### config.mk
export PLATFORM = sky130hd
export DESIGN_NAME = uc_dispatch
export DESIGN_NICKNAME = d
export VERILOG_FILES = /design/src/rtl/uc_dispatch.sv
export SDC_FILE = /design/constraint.sdc
export NUM_CORES = 1
export LEC_CHECK = 0
export CELL_PAD_IN_SITES_DETAIL_PLACEMENT = 1
export CELL_PAD_IN_SITES_GLOBAL_PLACEMENT = 1
export CORE_UTILIZATION = 45
export DETAILED_ROUTE_END_ITERATION = 10
export PLACE_DENSITY_LB_ADDON = 0.1
export SYNTH_ARGS = -nofsm -noshare
export SYNTH_HDL_FRONTEND = slang
export SYNTH_SLANG_ARGS = --single-unit
export TNS_END_PERCENT = 30
### constraint.sdc
create_clock -name clk -period 10 [get_ports clk]
set_input_delay 2 -clock clk [delete_from_list [all_inputs] [get_ports clk]]
set_output_delay 2 -clock clk [all_outputs]
set_load 0.02 [all_outputs]
### src/rtl/uc_dispatch.sv
// Unit-clause dispatcher: pops literals from the UC queue, dedups them against an assignment table, forwards new ones to the engine.
// Latency: pop in cycle N, eng_valid in cycle N+2; at most one literal every 3 cycles.
// Backpressure: holds eng_valid/eng_lit until eng_ready; no pops while a literal is in flight or after a conflict (HALT).
//
// Ports:
//   clk, rst        : clock, synchronous active-low reset
//   ucq_empty       : UC queue empty flag
//   ucq2eng         : UC queue head (first-word fall-through)
//   ucq_pop         : one-cycle pop strobe to the UC queue
//   clear           : flush of assignment table and conflict state
//   eng_valid/lit   : literal offered to the engine
//   eng_ready       : engine accepts the offered literal
//   conflict/_lit   : sticky conflict flag and the literal that caused it
//   dup_cnt         : saturating count of dropped duplicates
//   busy            : FSM in CHECK or ISSUE
module uc_dispatch #(
  parameter int UC_LENGTH = 512,
  parameter int NUM_VARS  = UC_LENGTH / 2,
  localparam int LIT_W    = $clog2(UC_LENGTH)
) (
  input  logic             clk,
  input  logic             rst,
  input  logic             ucq_empty,
  input  logic [LIT_W-1:0] ucq2eng,
  output logic             ucq_pop,
  input  logic             clear,
  output logic             eng_valid,
  output logic [LIT_W-1:0] eng_lit,
  input  logic             eng_ready,
  output logic             conflict,
  output logic [LIT_W-1:0] conflict_lit,
  output logic [15:0]      dup_cnt,
  output logic             busy
);

  localparam int VAR_W = LIT_W - 1;

  typedef enum logic [1:0] {
    S_IDLE  = 2'd0,
    S_CHECK = 2'd1,
    S_ISSUE = 2'd2,
    S_HALT  = 2'd3
  } state_t;

  state_t              r_state;
  state_t              w_state_nxt;
  logic [LIT_W-1:0]    r_lit;
  logic [NUM_VARS-1:0] r_asg;
  logic [NUM_VARS-1:0] r_neg;
  logic                r_eng_valid;
  logic [LIT_W-1:0]    r_eng_lit;
  logic                r_conflict;
  logic [LIT_W-1:0]    r_conflict_lit;
  logic [15:0]         r_dup_cnt;

  logic [VAR_W-1:0]    w_var;
  logic                w_in_range;
  logic                w_pop;
  logic                w_set;
  logic                w_dup;
  logic                w_conf;
  logic                w_accept;

  assign w_var      = r_lit[LIT_W-1:1];
  // Variables beyond the table are folded into the duplicate path.
  assign w_in_range = ({1'b0, w_var} < (VAR_W + 1)'(NUM_VARS));

  always_comb begin
    w_state_nxt = r_state;
    w_pop       = 1'b0;
    w_set       = 1'b0;
    w_dup       = 1'b0;
    w_conf      = 1'b0;
    w_accept    = 1'b0;
    if (clear) begin
      // Flush wins over everything, including a literal in CHECK/ISSUE.
      w_state_nxt = S_IDLE;
    end else begin
      unique case (r_state)
        S_IDLE: begin
          if (!ucq_empty) begin
            w_pop       = 1'b1;
            w_state_nxt = S_CHECK;
          end
        end
        S_CHECK: begin
          if (!w_in_range || (r_asg[w_var] && (r_neg[w_var] == r_lit[0]))) begin
            w_dup       = 1'b1;
            w_state_nxt = S_IDLE;
          end else if (r_asg[w_var]) begin
            w_conf      = 1'b1;
            w_state_nxt = S_HALT;
          end else begin
            w_set       = 1'b1;
            w_state_nxt = S_ISSUE;
          end
        end
        S_ISSUE: begin
          if (eng_ready) begin
            w_accept    = 1'b1;
            w_state_nxt = S_IDLE;
          end
        end
        S_HALT: begin
          w_state_nxt = S_HALT;
        end
        default: w_state_nxt = S_IDLE;
      endcase
    end
  end

  always_ff @(posedge clk) begin
    if (!rst) begin
      r_state        <= S_IDLE;
      r_lit          <= '0;
      r_asg          <= '0;
      r_neg          <= '0;
      r_eng_valid    <= 1'b0;
      r_eng_lit      <= '0;
      r_conflict     <= 1'b0;
      r_conflict_lit <= '0;
      r_dup_cnt      <= '0;
    end else begin
      r_state <= w_state_nxt;
      if (clear) begin
        r_asg          <= '0;
        r_neg          <= '0;
        r_eng_valid    <= 1'b0;
        r_conflict     <= 1'b0;
        r_conflict_lit <= '0;
      end else begin
        if (w_pop) begin
          r_lit <= ucq2eng;
        end
        if (w_set) begin
          r_asg[w_var] <= 1'b1;
          r_neg[w_var] <= r_lit[0];
          r_eng_valid  <= 1'b1;
          r_eng_lit    <= r_lit;
        end else if (w_accept) begin
          r_eng_valid <= 1'b0;
        end
        if (w_dup && (r_dup_cnt != 16'hFFFF)) begin
          r_dup_cnt <= r_dup_cnt + 16'd1;
        end
        if (w_conf) begin
          r_conflict     <= 1'b1;
          r_conflict_lit <= r_lit;
        end
      end
    end
  end

  // Gated with rst so nothing is consumed from the queue while in reset.
  assign ucq_pop      = w_pop & rst;
  assign eng_valid    = r_eng_valid;
  assign eng_lit      = r_eng_lit;
  assign conflict     = r_conflict;
  assign conflict_lit = r_conflict_lit;
  assign dup_cnt      = r_dup_cnt;
  assign busy         = (r_state == S_CHECK) || (r_state == S_ISSUE);

endmodule

# Word level (Yosys, flattened, before mapping)
# Index checks and enable logic that the tools add are counted.
dict set report op_classes {
  addsub 1
  magnitude_cmp 2
  n_eq_ne 7
  muxes 31
  n_bitwise 4
  reduce_logical 11
}
# cell n
set ops {}
lappend ops {{bitwise mux 256 bit} 1}
lappend ops {{OR 256 bit} 1}
lappend ops {{two-way mux 1 bit} 23}
lappend ops {{adder 16 x 1 -> 16 bit, second input constant} 1}
lappend ops {{binary-select mux 1 bit (select 8 bit)} 2}
lappend ops {{!= test 16 bit, second input constant} 1}
lappend ops {{less-than comparator 8 x 9 -> 1 bit, second input constant} 1}
lappend ops {{demux 1 bit (select 8 bit)} 1}
lappend ops {{>= comparator 8 x 1 -> 1 bit, second input constant} 1}
lappend ops {{one-hot mux 2 bit (4 select lines)} 1}
lappend ops {{AND reduction 2 bit} 4}
lappend ops {{two-way mux 2 bit} 3}
lappend ops {{== test 2 bit, second input constant} 2}
lappend ops {{!= test 2 bit, second input constant} 2}
lappend ops {{logical AND 1 bit} 3}
lappend ops {{== test 2 x 1 -> 1 bit, second input constant} 1}
lappend ops {{zero test 2 bit} 1}
lappend ops {{NOT 1 bit} 2}
lappend ops {{nonzero test 2 bit} 1}
lappend ops {{OR reduction 2 bit} 1}
lappend ops {{bitwise AND 1 bit} 1}
lappend ops {{== test 1 bit} 1}
lappend ops {{logical OR 1 bit} 1}
dict set report totals {
  register_bits 559
  inputBits 14
  output_inout_bits 38
  word_cells 65
}

# Longest topological paths before layout
# Gate-level depths: netlist of the first run.
dict set report logic_depth {
  depth_word 9
  depth_mapped 17
  ltp_nobuf 9
}

# Least setup slack after synthesis of the first run
# OpenSTA, ideal clock, no wires.
dict set report synth_path {
  path_type {input to output}
  from {input clear}
  to {output ucq_pop}
  t_arrival_ns 3.125
  required_ns 8.000
  slack_ns 4.875
  cell_stages 6
  path_buffers 4
  path_cell_list {clkbuf_1 nand2b_1 clkbuf_1 clkbuf_1 clkbuf_1 nor2_1}
}
dict set report synth_between {
  elab_chain_cells 2
}
# item line_no
set synth_lines {}
lappend synth_lines {{start, declared} 26} ;# input logic clear,
lappend synth_lines {{two-way mux 1 bit} 75} ;# if (clear) begin
lappend synth_lines {{bitwise AND 1 bit} 155} ;# assign ucq_pop = w_pop & rst;
lappend synth_lines {{end, declared} 25} ;# output logic ucq_pop,
# No other way between the ends.

# Worst setup path after layout of the first run
dict set report layout_path {
  from {input rst}
  to {output ucq_pop}
}
dict set report layout_between {
  elab_chain_cells 1
}
# item line_no
set layout_lines {}
lappend layout_lines {{start, declared} 22} ;# input logic rst,
lappend layout_lines {{bitwise AND 1 bit} 155}
# No other way between the ends.

==> impl_results.md, run 1 <==
* Result of the run: complete, but fails checks
* Violated checks: design-rule violations
* Clock sink count at 559
* Number of synthesized flops with an enable pin at 0
* Detailed-route wire length per cell at 27.1 um
* Max_cap viols at 0
* Mapped Avg Cell Area at 9.13 sq um
* Hold bufs inserted after CTS at 0
* YS warnings at 0
* Number of optimization iterations in the first detailed-route pass at 8
* Final min period at 6.74 ns
* Fmax achieved at 148 MHz
* Number of global-route vias before repair at 21192
* Worst Tran Pin Value at 1.33 ns
* Highest-delay cell along the critical path: sky130_fd_sc_hd__clkdlybuf4s50_1
* Largest clock skew in the final design at 0.0247 ns
* Hpwl dp at 51000 um
* TritonCTS clock tree: yes
* Hold Vio Cnt, Final at 0
* Most common cell after layout, fill and taps aside: sky130_fd_sc_hd__dfxtp_1
* Area share of the largest cell type after synthesis at 46.1%
* Worst setup EP type: primary output
* Setup-failing EPs final at 0
* Share of the yosys chip area belonging to registers at 46.1%
* Total number of vias at 21074
* Total negative slack at 0 ns
* Buffers added on ports at 51
* Wire length of the first global-routing pass at 133000 um
* Wire length reported by the detailed router at 88800 um
* Leading area contributor after synthesis: sky130_fd_sc_hd__dfxtp_1
* Cells traversed along the worst timing path: clkdlybuf4s50_1, nand2b_4, nor2_1, clkdlybuf4s50_1
* Number of diodes added for antenna fixing at 0
* Total core area at 52900 sq um
* Largest delay share family, worst path: buffers and inverters
* Number of nets still failing antenna checks after routing at 0
* Slack of the worst reg-to-reg path at 4.33 ns
* Async SR Flop Fraction at 0%
* Number of post-CTS setup repair buffers at 0
* Area of the die at 54800 sq um
* Largest net degree at the start of global routing at 101
* Initial antenna violation count at 3
* Most area-consuming cells after synthesis: sky130_fd_sc_hd__dfxtp_1 (46%), sky130_fd_sc_hd__mux4_2 (13%), sky130_fd_sc_hd__a21oi_1 (9.8%), sky130_fd_sc_hd__nand3_1 (5.2%), sky130_fd_sc_hd__o21ai_0 (4.8%)
* Highest ir drop seen on vdd at 0.147 mV
* Die Height at 234 um
* Number of pins exceeding their max-slew limit in the final report at 0
* Most instantiated flip-flop cell in the synthesis netlist: sky130_fd_sc_hd__dfxtp_1
* Nets at 2564
* Classification of the worst setup path: input port to primary output
* Combined global-route utilization of all metal layers at 32.3%
* Leak pwr at 8.34 nW
* Via count normalized by instance count at 6.44
* Initial drt markers at 2069
* Required time of the worst setup path at 8.00 ns
* Count of unique library cells instantiated by Yosys at 54
* Slew headroom at 11.5%
* Worst Setup Start Kind: input port
* Clock transition at path regs at 0.06 ns
* CP dominant cell by count: sky130_fd_sc_hd__clkdlybuf4s50_1
* H-tree Lvls at 2
* Number of synthesized register bits at 559
* Post-detailed-route DRC marker count at 1
* Chip Width at 234 um
* Power density normalized to cell area at 177 nW/um^2
* Fraction of layout cells with a size suffix above 1 at 12.6%
* Setup repair after global routing missed its margin: no
* Count of instances resized after the clock tree is built at 0
* Post-synthesis instance area at 24300 sq um
* Placement Rows at 84
* Last weighted congestion value of the routability-driven placer at 0.827
* Critical path's largest stage delay at 1.03 ns
* Worst hold-check path type: flip-flop to flip-flop
* TritonCTS Buffers at 61
* Buffers from clock root to sink, at most at 3
* Commonest non-fill, non-tap cells in the layout: sky130_fd_sc_hd__dfxtp_1 (555), sky130_fd_sc_hd__a21oi_1 (477), sky130_fd_sc_hd__nor2_1 (290), sky130_fd_sc_hd__nand3_1 (254), sky130_fd_sc_hd__o21ai_0 (233)
* Critical path data arrival time at 4.74 ns
* Finished Cell Area at 26800 sq um
* Total instance count after detailed placement at 3169
* Total overflow reported by the global router at 0
* Area growth syn-to-layout at 10.6%
* Worst skew pair latency at 0.64 ns
* Post-placement cell area at 24900 sq um
* Cell chosen for the clock root: sky130_fd_sc_hd__clkbuf_16
* Total nets after synthesis at 2678
* Count of buffer and inverter cells on the critical path at 2
* Number of standard cells after synthesis at 2658
* Non-filler cells, final at 3274
* Maximum fanout count along the critical path at 62
* Initial core utilization at 45.9%
* Part of the cycle the worst path needs at 67.4%
* I/O pin cnt at 52
## through the flow
stage / hold slack, ns / total power [mW] / setup slack (ns) / utilization (%)
after global routing: 0.480 / 4.88 / 3.11 / 50.8
after detailed placement: 0.452 / 2.53 / 3.31 / 47.0
after floorplan: 0.431 / 2.43 / 4.87 / -
after global placement: 0.441 / 2.52 / 3.39 / 47.0
final: 0.460 / 4.76 / 3.26 / 50.8
after CTS: 0.463 / 4.78 / 3.29 / 50.8
## state kept, by name, indices dropped and copies added, names as in the netlist
register	flops
eng_valid	1
conflict	1
dup_cnt	16
r_lit	9
r_asg	256
r_neg	256
r_state	2
eng_lit	9
conflict_lit	9
## report_power, final
part / leakage (nW) / switching (mW) / total [mW] / internal (mW)
logic: 2.86 / 0.180 / 0.235 / 0.0546
clock network: 0.979 / 0.946 / 2.28 / 1.33
registers: 4.50 / 0.0189 / 2.25 / 2.23
total: 8.34 / 1.14 / 4.76 / 3.62
## layout make-up
type / instances / area, sq um
sequential: 559 / 11200
inverter: 17 / 63.8
multi-input combinational: 1802 / 11800
timing repair buffer: 103 / 926
fill: 5928 / 26000
clock buffer: 84 / 1740
clock inverter: 21 / 239
tap: 688 / 861
## metal layers
layer,routed length [um],global-route usage [%],vias to the layer above
met5,10,0,-
met4,3090,12.7,2
met3,6150,4.68,193
met2,42200,53.4,812
met1,37300,42.4,10842
li1,-,-,9225
## cell families (layout without fill, tap and decap cells)
logic type	count (synthesis)	count (layout)	share of synthesized area [%]
flip-flops	559	559	46.1
AO/OA/AOI/OAI	775	775	16.8
adder cells (fa/ha/maj)	6	6	0.309
multiplexers	216	216	16.2
AND/OR/NAND/NOR	804	804	14.8
XOR/XNOR	1	1	0.0361
buffers and inverters	297	225	5.76
## worst paths after layout
path / startpoint / end / depth (start not counted)
worst min register to register: r_asg[119]$_SDFFE_PP0P_ / r_asg[119]$_SDFFE_PP0P_ / 2
worst min-delay path: r_asg[119]$_SDFFE_PP0P_ / r_asg[119]$_SDFFE_PP0P_ / 2
worst max-delay path: rst / ucq_pop / 4
worst max register to register: r_lit[1]$_SDFFE_PN0P_ / r_neg[252]$_SDFFE_PP0P_ / 10
## cells in the mapped netlist (2+ instances only)
master                       n
sky130_fd_sc_hd__buf_2      54
sky130_fd_sc_hd__or3_1       5
sky130_fd_sc_hd__mux2i_1    68
sky130_fd_sc_hd__nand2b_1   16
sky130_fd_sc_hd__a22oi_1     3
sky130_fd_sc_hd__o21a_1     28
sky130_fd_sc_hd__a211o_1     2
sky130_fd_sc_hd__nor4_1     10
sky130_fd_sc_hd__buf_8       5
sky130_fd_sc_hd__a21oi_1   477
sky130_fd_sc_hd__a31oi_1     2
sky130_fd_sc_hd__clkinv_1    2
sky130_fd_sc_hd__a32oi_1     6
sky130_fd_sc_hd__and2_0      2
sky130_fd_sc_hd__o31ai_1     5
sky130_fd_sc_hd__o21ai_1     2
sky130_fd_sc_hd__nor2b_1     6
sky130_fd_sc_hd__buf_4      32
sky130_fd_sc_hd__nand4_1     5
sky130_fd_sc_hd__o21ai_0   233
sky130_fd_sc_hd__mux4_2    141
sky130_fd_sc_hd__inv_1      14
sky130_fd_sc_hd__and2_1     15
sky130_fd_sc_hd__dfxtp_1   559
sky130_fd_sc_hd__ha_1        6
sky130_fd_sc_hd__nor2_1    300
sky130_fd_sc_hd__clkbuf_1  179
sky130_fd_sc_hd__or4_1       6
sky130_fd_sc_hd__nor3_1     15
sky130_fd_sc_hd__buf_1       5
sky130_fd_sc_hd__nand3_1   254
sky130_fd_sc_hd__or2_2       3
sky130_fd_sc_hd__nand2_1   156
sky130_fd_sc_hd__mux2_2      7
sky130_fd_sc_hd__and4_1      3
sky130_fd_sc_hd__a211oi_1    2
sky130_fd_sc_hd__and3_1      5
sky130_fd_sc_hd__buf_6       5
sky130_fd_sc_hd__a221oi_1    5
## worst min-delay path, delay by kind of cell (launching register included)
| kind | cells | cell delay, ns |
|---|---|---|
| flops | 1 | 0.32 |
| simple gates | 1 | 0.07 |
| compound gates | 1 | 0.04 |
Power figures use the tool's default switching activity.
==> run 2, diff against run 1 <==
--- a/config.mk
+++ b/config.mk
@@ -7,7 +7,7 @@
 export LEC_CHECK = 0
 export CELL_PAD_IN_SITES_DETAIL_PLACEMENT = 1
 export CELL_PAD_IN_SITES_GLOBAL_PLACEMENT = 1
-export CORE_UTILIZATION = 45
+export CORE_UTILIZATION = 44
 export DETAILED_ROUTE_END_ITERATION = 10
 export PLACE_DENSITY_LB_ADDON = 0.1
 export SYNTH_ARGS = -nofsm -noshare
==> constraint.sdc (replaced) <==
create_clock -name clk -period 5.7 [get_ports clk]
set_input_delay 1.14 -clock clk [delete_from_list [all_inputs] [get_ports clk]]
set_output_delay 1.14 -clock clk [all_outputs]
set_load 0.02 [all_outputs]
==> impl_results.md, run 2 (synthesized netlist as in run 1, its figures left out) <==
* Result of the run: finished clean
* Leak pwr at 8.68 nW
* Highest ir drop seen on vdd at 0.254 mV
* Setup-failing EPs final at 0
* Required time of the worst setup path at 6.23 ns
* Total number of vias at 21293
* Number of global-route vias before repair at 21514
* Part of the cycle the worst path needs at 83.2%
* Slew headroom at 14.1%
* Hold bufs inserted after CTS at 0
* Initial drt markers at 2100
* Finished Cell Area at 27300 sq um
* Total power at 8.66 mW
* Number of pins exceeding their max-slew limit in the final report at 0
* Worst Hold Slack at 0.452 ns
* Area growth syn-to-layout at 12.7%
* Total overflow reported by the global router at 0
* Wire length reported by the detailed router at 92000 um
* Worst Setup Start Kind: flip-flop
* Worst setup EP type: flip-flop
* Number of diodes added for antenna fixing at 0
* Clock transition at path regs at 0.07 ns
* Critical path data arrival time at 5.27 ns
* Total negative slack at 0 ns
* Buffers from clock root to sink, at most at 3
* Final min period at 4.74 ns
* Initial antenna violation count at 5
* Commonest non-fill, non-tap cells in the layout: sky130_fd_sc_hd__dfxtp_1 (555), sky130_fd_sc_hd__a21oi_1 (477), sky130_fd_sc_hd__nor2_1 (290), sky130_fd_sc_hd__nand3_1 (254), sky130_fd_sc_hd__o21ai_0 (233)
* Post-layout util at 50.5%
* Final setup slack of the worst path at 0.955 ns
* Fmax achieved at 211 MHz
* Hold Vio Cnt, Final at 0
* Die Height at 237 um
* Post-placement cell area at 25200 sq um
* Nets at 2611
* Slack of the worst reg-to-reg path at 0.96 ns
* TritonCTS Buffers at 60
* Worst Tran Pin Value at 1.28 ns
* Fraction of layout cells with a size suffix above 1 at 14.3%
* H-tree Lvls at 2
* Detailed-route wire length per cell at 27.6 um
* Power density normalized to cell area at 317 nW/um^2
* Worst setup slack before clock tree synthesis at 1.08 ns
* Chip Width at 237 um
* Number of optimization iterations in the first detailed-route pass at 5
* Total instance count after detailed placement at 3225
* Largest net degree at the start of global routing at 104
* Number of post-CTS setup repair buffers at 0
* Total core area at 54100 sq um
* Post-detailed-route DRC marker count at 0
* Buffers added on ports at 51
* Count of instances resized after the clock tree is built at 0
* Maximum fanout count along the critical path at 36
* Classification of the worst setup path: flip-flop to flip-flop
* Combined global-route utilization of all metal layers at 32.6%
* Initial core utilization at 44.8%
* Most common cell after layout, fill and taps aside: sky130_fd_sc_hd__dfxtp_1
* Wire length of the first global-routing pass at 138000 um
* Via count normalized by instance count at 6.38
* TritonCTS clock tree: yes
* Setup repair after global routing missed its margin: no
* Cell chosen for the clock root: sky130_fd_sc_hd__clkbuf_16
* Max_cap viols at 0
* Non-filler cells, final at 3338
* Worst hold-check path type: flip-flop to flip-flop
* Last weighted congestion value of the routability-driven placer at 0.826
* Clock sink count at 559
* Area of the die at 56100 sq um
* Worst skew pair latency at 0.65 ns
* Number of nets still failing antenna checks after routing at 0
* Largest clock skew in the final design at 0.0350 ns
* Placement Rows at 85
* I/O pin cnt at 52
* Hpwl dp at 55300 um
-- run 2: cell count changes in the layout (fill, tap and decap cells not counted), moves of 2 or more --
cell | before | now
sky130_fd_sc_hd__buf_4 | 50 | 99
sky130_fd_sc_hd__bufinv_16 | 5 | 11
sky130_fd_sc_hd__clkbuf_8 | 11 | 8
sky130_fd_sc_hd__clkinv_2 | 12 | 18
sky130_fd_sc_hd__clkinvlp_4 | 3 | 0
sky130_fd_sc_hd__inv_6 | 0 | 2
-- run 2: layout make-up --
type	instances	area (sq um)
clock inverters	31	438
flip-flops and latches	559	11200
clock buffers	82	1710
multi-input cells	1802	11800
well taps	696	871
inverters	17	63.8
repair buffers	151	1270
fillers	6103	26800
-- run 2: worst max-delay path: stages, from the launching register on --
cell                      delay (ns)
sky130_fd_sc_hd__dfxtp_4        0.95
sky130_fd_sc_hd__buf_4          0.45
sky130_fd_sc_hd__mux4_2         0.56
sky130_fd_sc_hd__mux4_2         0.54
sky130_fd_sc_hd__a31oi_1        0.29
sky130_fd_sc_hd__a32oi_2        0.24
sky130_fd_sc_hd__nor4_4         0.20
sky130_fd_sc_hd__buf_4          0.40
sky130_fd_sc_hd__nand2_1        0.41
sky130_fd_sc_hd__nor2_1         0.31
sky130_fd_sc_hd__mux2i_1        0.24
-- run 2: path summary, 6_finish.rpt --
path / start / endpoint / cells after the start
setup / recovery: r_lit[1]$_SDFFE_PN0P_ / r_neg[132]$_SDFFE_PP0P_ / 10
hold / removal: eng_lit[4]$_SDFFE_PN0P_ / eng_lit[4]$_SDFFE_PN0P_ / 2
setup reg to reg: r_lit[1]$_SDFFE_PN0P_ / r_neg[132]$_SDFFE_PP0P_ / 10
hold reg to reg: eng_lit[4]$_SDFFE_PN0P_ / eng_lit[4]$_SDFFE_PN0P_ / 2
-- run 2: layer usage --
layer	up-vias	routed length, um	global-route usage (%)
li1	9329	-	-
met1	10923	39100	43.7
met2	828	42900	52.9
met3	207	6950	5.62
met4	6	3080	11.2
met5	-	52	0
-- run 2: where the power goes --
group,total [mW],switching (mW),internal [mW]
sequential,3.94,0.0325,3.91
combinational,0.436,0.331,0.105
clock,4.28,1.69,2.59
==> run 3, diff against run 2 <==
==> constraint.sdc (replaced) <==
create_clock -name clk -period 4.1 [get_ports clk]
set_input_delay 0.82 -clock clk [delete_from_list [all_inputs] [get_ports clk]]
set_output_delay 0.82 -clock clk [all_outputs]
set_load 0.02 [all_outputs]
==> impl_results.md, run 3 (synthesized netlist as in run 1, its figures left out) <==
* Result of the run: finished clean
* Power density normalized to cell area at 431 nW/um^2
* Post-detailed-route DRC marker count at 0
* Via count normalized by instance count at 6.36
* Largest clock skew in the final design at 0.0275 ns
* Slew headroom at 15.8%
* Share of total power consumed by net switching at 24.2%
* Classification of the worst setup path: flip-flop to flip-flop
* Total negative slack at 0 ns
* Last weighted congestion value of the routability-driven placer at 0.886
* Number of diodes added for antenna fixing at 0
* Maximum fanout count along the critical path at 32
* Final min period at 4.00 ns
* Total core area at 54100 sq um
* Number of global-route vias before repair at 21747
* Hold bufs inserted after CTS at 0
* Highest ir drop seen on vdd at 0.371 mV
* H-tree Lvls at 3
* Critical path data arrival time at 4.43 ns
* Cell chosen for the clock root: sky130_fd_sc_hd__clkbuf_16
* Flop pwr share at 44.9%
* Setup-failing EPs final at 0
* Critical path's largest stage delay at 0.54 ns
* Max_cap viols at 0
* Sequential standard cell area at 11200 sq um
* Chip Width at 237 um
* Detailed-route wire length per cell at 27.5 um
* Cell Int Power at 9.23 mW
* Fmax achieved at 250 MHz
* Initial antenna violation count at 1
* Combinational fraction of design power at 5.6%
* Worst Setup Start Kind: flip-flop
* Wire length reported by the detailed router at 93400 um
* Worst reg2reg startpoint: r_lit[1]$_SDFFE_PN0P_
* Number of optimization iterations in the first detailed-route pass at 5
* Hold Vio Cnt, Final at 0
* Worst hold start: r_asg[211]$_SDFFE_PP0P_
* Number of pins exceeding their max-slew limit in the final report at 0
* Commonest non-fill, non-tap cells in the layout: sky130_fd_sc_hd__dfxtp_1 (555), sky130_fd_sc_hd__a21oi_1 (477), sky130_fd_sc_hd__nor2_1 (290), sky130_fd_sc_hd__nand3_1 (254), sky130_fd_sc_hd__o21ai_0 (233)
* Multi-input gate area in the final layout at 11800 sq um
* Hpwl dp at 57200 um
* Required time of the worst setup path at 4.53 ns
* Worst skew pair latency at 0.62 ns
* Setup repair after global routing missed its margin: no
* Largest net degree at the start of global routing at 232
* Buffers from clock root to sink, at most at 3
* Placement Rows at 85
* Worst hold-check path type: flip-flop to flip-flop
* Number of nets still failing antenna checks after routing at 0
* TritonCTS clock tree: yes
* Highest-delay cell along the critical path: sky130_fd_sc_hd__mux4_2
* Worst setup startpoint: r_lit[1]$_SDFFE_PN0P_
* Total number of vias at 21602
* Cells traversed along the worst timing path: buf_12, mux4_2, mux4_2, mux2i_1, or3_1, nand4_1, buf_4, nor4_4, buf_12, nand2_1, o21ai_0, a21oi_1
* Count of buffer and inverter cells on the critical path at 3
* TritonCTS Buffers at 66
* Nets at 2673
* Filler instances at 5997
* Clock transition at path regs at 0.06 ns
* Area growth syn-to-layout at 16.6%
* Fraction of layout cells with a size suffix above 1 at 16.4%
* Buffers added on ports at 51
* Worst setup EP type: flip-flop
* Sw Pwr at 2.95 mW
* Die Height at 237 um
* Total overflow reported by the global router at 0
* Worst Tran Pin Value at 1.26 ns
* Power share of the clock group at 49.5%
* Area of the die at 56100 sq um
* Initial drt markers at 2198
* Clock sink count at 559
* Initial core utilization at 44.8%
* Part of the cycle the worst path needs at 97.7%
* Post-layout util at 52.3%
* Most common cell after layout, fill and taps aside: sky130_fd_sc_hd__dfxtp_1
* I/O pin cnt at 52
* Worst Hold Slack at 0.460 ns
* Largest delay share family, worst path: multiplexers
* Leak pwr at 9.10 nW
* Wire length of the first global-routing pass at 141000 um
* Combined global-route utilization of all metal layers at 33.2%
run 3: cell count changes in the layout (fill, tap and decap cells not counted), moves of 7 or more:
| cell | delta |
|---|---|
| sky130_fd_sc_hd__buf_12 | +35 |
| sky130_fd_sc_hd__buf_4 | +21 |
| sky130_fd_sc_hd__bufinv_16 | -7 |
| sky130_fd_sc_hd__clkbuf_8 | +10 |
| sky130_fd_sc_hd__clkinv_2 | -11 |
run 3: repair_timing:
item,CTS,global route
resized for setup,0,5
setup buffers,0,14
hold endpoints to repair,0,0
endpoints found under the setup margin,0,185
run 3: layer usage:
| layer | vias up | GRT usage, % | part of all wire, % |
|---|---|---|---|
| li1 | 9455 | - | - |
| met1 | 11049 | 44.7 | 43 |
| met2 | 866 | 53.3 | 46 |
| met3 | 232 | 5.81 | 7.1 |
| met4 | 0 | 12.8 | 3.9 |
| met5 | - | 0 | 0 |
run 3: path summary, 6_finish.rpt:
| kind | end | slack [ns] | cells after the start |
|---|---|---|---|
| setup reg to reg | r_neg[115]$_SDFFE_PP0P_ | 0.1 | 12 |
| hold reg to reg | r_asg[211]$_SDFFE_PP0P_ | 0.46 | 2 |
| setup / recovery | r_neg[115]$_SDFFE_PP0P_ | 0.1 | 12 |
| hold / removal | r_asg[211]$_SDFFE_PP0P_ | 0.46 | 2 |
run 3: power groups by stage:
stage          Sequential [mW]  Clock, mW  Combinational (mW)
4_1_cts                   5.47       6.11               0.658
2_1_floorplan             5.56          0               0.375
5_1_grt                   5.46       6.32               0.706
6_report                  5.47       6.02               0.688
3_5_place_dp              5.59          0               0.656
3_3_place_gp              5.59          0               0.651
run 3: worst reg2reg max path: stages (launching register included):
cell	delay, ns
sky130_fd_sc_hd__dfxtp_4	0.45
sky130_fd_sc_hd__buf_12	0.22
sky130_fd_sc_hd__mux4_2	0.56
sky130_fd_sc_hd__mux4_2	0.46
sky130_fd_sc_hd__mux2i_1	0.26
sky130_fd_sc_hd__or3_1	0.20
sky130_fd_sc_hd__nand4_1	0.10
sky130_fd_sc_hd__buf_4	0.17
sky130_fd_sc_hd__nor4_4	0.34
sky130_fd_sc_hd__buf_12	0.24
sky130_fd_sc_hd__nand2_1	0.37
sky130_fd_sc_hd__o21ai_0	0.35
sky130_fd_sc_hd__a21oi_1	0.12
run 3: area by class of cell:
class	instances	share of cell area [%]
inverters	17	0.226
multi-input cells	1802	41.7
repair buffers	207	7.55
well taps	696	3.08
clock inverters	19	0.823
clock buffers	98	6.97
flip-flops and latches	559	39.6
run 3: through the flow:
| step | total power [mW] | instances | area [sq um] | setup WS, ns |
|---|---|---|---|---|
| finish | 12.2 | 3398 | 28300 | 0.0958 |
| global route | 12.5 | 3398 | 28300 | 0.00387 |
| CTS | 12.2 | 3384 | 28200 | 0.0182 |
| detailed placement | 6.24 | 3267 | 26000 | 0.0347 |
| global placement | 6.24 | 3267 | 26000 | 0.0778 |
| floorplan | 5.94 | 2658 | 24300 | 0.835 |
==> edit, RTL diff (flow settings as in run 2) <==
Change the parameter `UC_LENGTH` from 512 to 128.
--- a/src/rtl/uc_dispatch.sv
+++ b/src/rtl/uc_dispatch.sv
@@ -15,5 +15,5 @@
 //   busy            : FSM in CHECK or ISSUE
 module uc_dispatch #(
-  parameter int UC_LENGTH = 512,
+  parameter int UC_LENGTH = 128,
   parameter int NUM_VARS  = UC_LENGTH / 2,
   localparam int LIT_W    = $clog2(UC_LENGTH)
Ports: changed (resized conflict_lit, eng_lit and ucq2eng); port bits go from 52 to 46. No check against the original RTL was run, so the function may have changed too.
==> edit against run 2 <==
  * Setup slack improved by 0.56 ns
  * Power is 70% lower
  * Hold slack got worse by 0.0049 ns
  * Synthesized area is 68% lower
  * Final area shrank 67%
  * Routed wire length down 73%
  * Utilization is 1.3 points higher
  * Combinational power fell by 65%
  * Via count decreased by 67%
  * Sequential power fell by 70%
  * Sequential cell count decreased by 390
  * Largest cell class unchanged
==> edit: results (changes against run 2) <==
----------------------------------------------------
[Run status]
  Status ... complete, no violations

[Synthesis]
  Number of library cell types mapped by synthesis ... 60 (+11%)
  Number of nets in the synthesized netlist ... 922 (-66%)
  Register area share after synthesis ... 0.433 (-0.0281)
  Cell types occupying the most area after synthesis ... sky130_fd_sc_hd__dfxtp_1 43%, sky130_fd_sc_hd__mux2i_1 8.6%, sky130_fd_sc_hd__nor2_1 5.7%
  XOR/XNOR share of the synthesized area ... 0 (-0.000361)
  Most common library cells after synthesis ... 169 x sky130_fd_sc_hd__dfxtp_1, 119 x sky130_fd_sc_hd__nor2_1, 76 x sky130_fd_sc_hd__a21oi_1, 67 x sky130_fd_sc_hd__mux2i_1, 56 x sky130_fd_sc_hd__nand2_1
  Complex-gate fraction of the synthesized area ... 0.161 (-0.00691)
  Share of synthesized area spent on multiplexers ... 0.120 (-0.0422)
  Adder-cell share of the synthesized area ... 0.00961 (+0.00652)
  Post-synthesis instance total ... 904 (-66%)

[Global route]
  Overall fraction of global-route tracks in use ... 0.283 (-0.0428)
  Wire length of the first global-routing pass ... 39.6 mm (-71%)
  Pin count of the biggest net entering global routing ... 70 (-33%)
  Number of antenna violations at the first check in global routing ... 0 (-5)
  Number of global-route vias before repair ... 7119 (-67%)

[Clocking]
  Clock network latency to the later pin of the worst-skew pair ... 0.43 ns (-0.22 ns)
  Number of buffers created by CTS ... 17 (-72%)
  Maximum root-to-sink buffer count ... 2 (-1)
  H-tree lvl count ... 4 (+2)

[Setup path]
  Flop2flop setup slack ... 1.52 ns (+0.56 ns)
  Crit path DAT ... 4.54 ns (-0.73 ns)
  Reg2reg path depth ... 9 (-1)
  Critical register-to-register path endpoint ... dup_cnt[0]$_SDFFE_PN0P_
  Largest driver fanout on the critical path ... 32 (-11%)

[Timing]
  Worst slew margin ... 0.136 (-0.00569)
  Setup Skew ... 0.00782 ns (-0.0272 ns)
  Maximum clock frequency ... 239 MHz (+13%)
  Worst-case hold slack ... 0.447 ns (-0.00492 ns)

[Routing]
  Starting DRT DRC Count ... 436 (-79%)
  Final wirelength ... 25.1 mm (-73%)
  Overall via count from detail_route ... 6999 (-67%)

[Place]
  Post-DP HPWL ... 16.4 mm (-70%)
  Last weighted congestion value of the routability-driven placer ... 0.880 (+6.5%)
  Count of port buffers added during placement ... 45 (-12%)
  Cell Area, Placed ... 8340 um2 (-67%)

[Min path]
  Destination of the worst hold path ... r_asg[22]$_SDFFE_PP0P_
  Hold Path Class ... reg2reg
  Beginning of the worst hold path ... r_asg[22]$_SDFFE_PP0P_

[Layout]
  Share of cells above drive strength 1 ... 0.0803 (-0.0631)
  Post-route non-filler standard cell count ... 1146 (-66%)
  Fill count ... 2011 (-67%)
  NumNets Final ... 927 (-64%)

[Pwr]
  Sequential share of power ... 0.462 (+0.007)
  Worst vdd ir ... 218 uV (-14%)
  Reported leakage power ... 3.06 nW (-65%)
  Clock distribution power ... 1.24 mW (-71%)
  Total sequential power ... 1.20 mW (-70%)
  Switching power ... 624 uW (-70%)

----------------------------------------------------
[edit: cell count changes in the layout (fill, tap and decap cells not counted), moves of 12 or more]
cell                        before  now
sky130_fd_sc_hd__a21oi_1       477   76
sky130_fd_sc_hd__and2_1         15    3
sky130_fd_sc_hd__buf_4          99   17
sky130_fd_sc_hd__clkbuf_16      62   17
sky130_fd_sc_hd__clkinv_2       18    0
sky130_fd_sc_hd__dfxtp_1       555  166
sky130_fd_sc_hd__inv_1          13   36
sky130_fd_sc_hd__mux4_2        141    8
sky130_fd_sc_hd__nand2_1       156   56
sky130_fd_sc_hd__nand3_1       254   53
sky130_fd_sc_hd__nand4_1         5   17
sky130_fd_sc_hd__nor2_1        290  118
sky130_fd_sc_hd__o21a_1         28   13
sky130_fd_sc_hd__o21ai_0       233   27
[edit: per-layer routing]
metal,GRT usage,wire [um],up-vias
met2,0.480,12400,195
met1,0.355,10900,3519
met3,0.0460,1130,46
met5,0,0,-
met4,0.119,647,0
li1,-,-,3239
[edit: critical path: stages (launching register included)]
cell and delay, ns:
sky130_fd_sc_hd__dfxtp_2 0.75, sky130_fd_sc_hd__buf_4 0.41, sky130_fd_sc_hd__mux4_1 0.60, sky130_fd_sc_hd__mux2i_1 0.15
sky130_fd_sc_hd__nor2_1 0.10, sky130_fd_sc_hd__a2111o_1 0.37, sky130_fd_sc_hd__o31a_1 0.37, sky130_fd_sc_hd__o21bai_2 0.94
sky130_fd_sc_hd__o21ai_0 0.22, sky130_fd_sc_hd__a21oi_1 0.17
[edit: final cells by class]
type | instances | area, um2 | area share
well taps | 225 | 282 | 0.0314
flip-flops and latches | 169 | 3390 | 0.378
clock buffers | 18 | 429 | 0.0479
multi-input cells | 620 | 3950 | 0.440
inverters | 39 | 146 | 0.0163
repair buffers | 62 | 578 | 0.0645
clock inverters | 13 | 194 | 0.0216
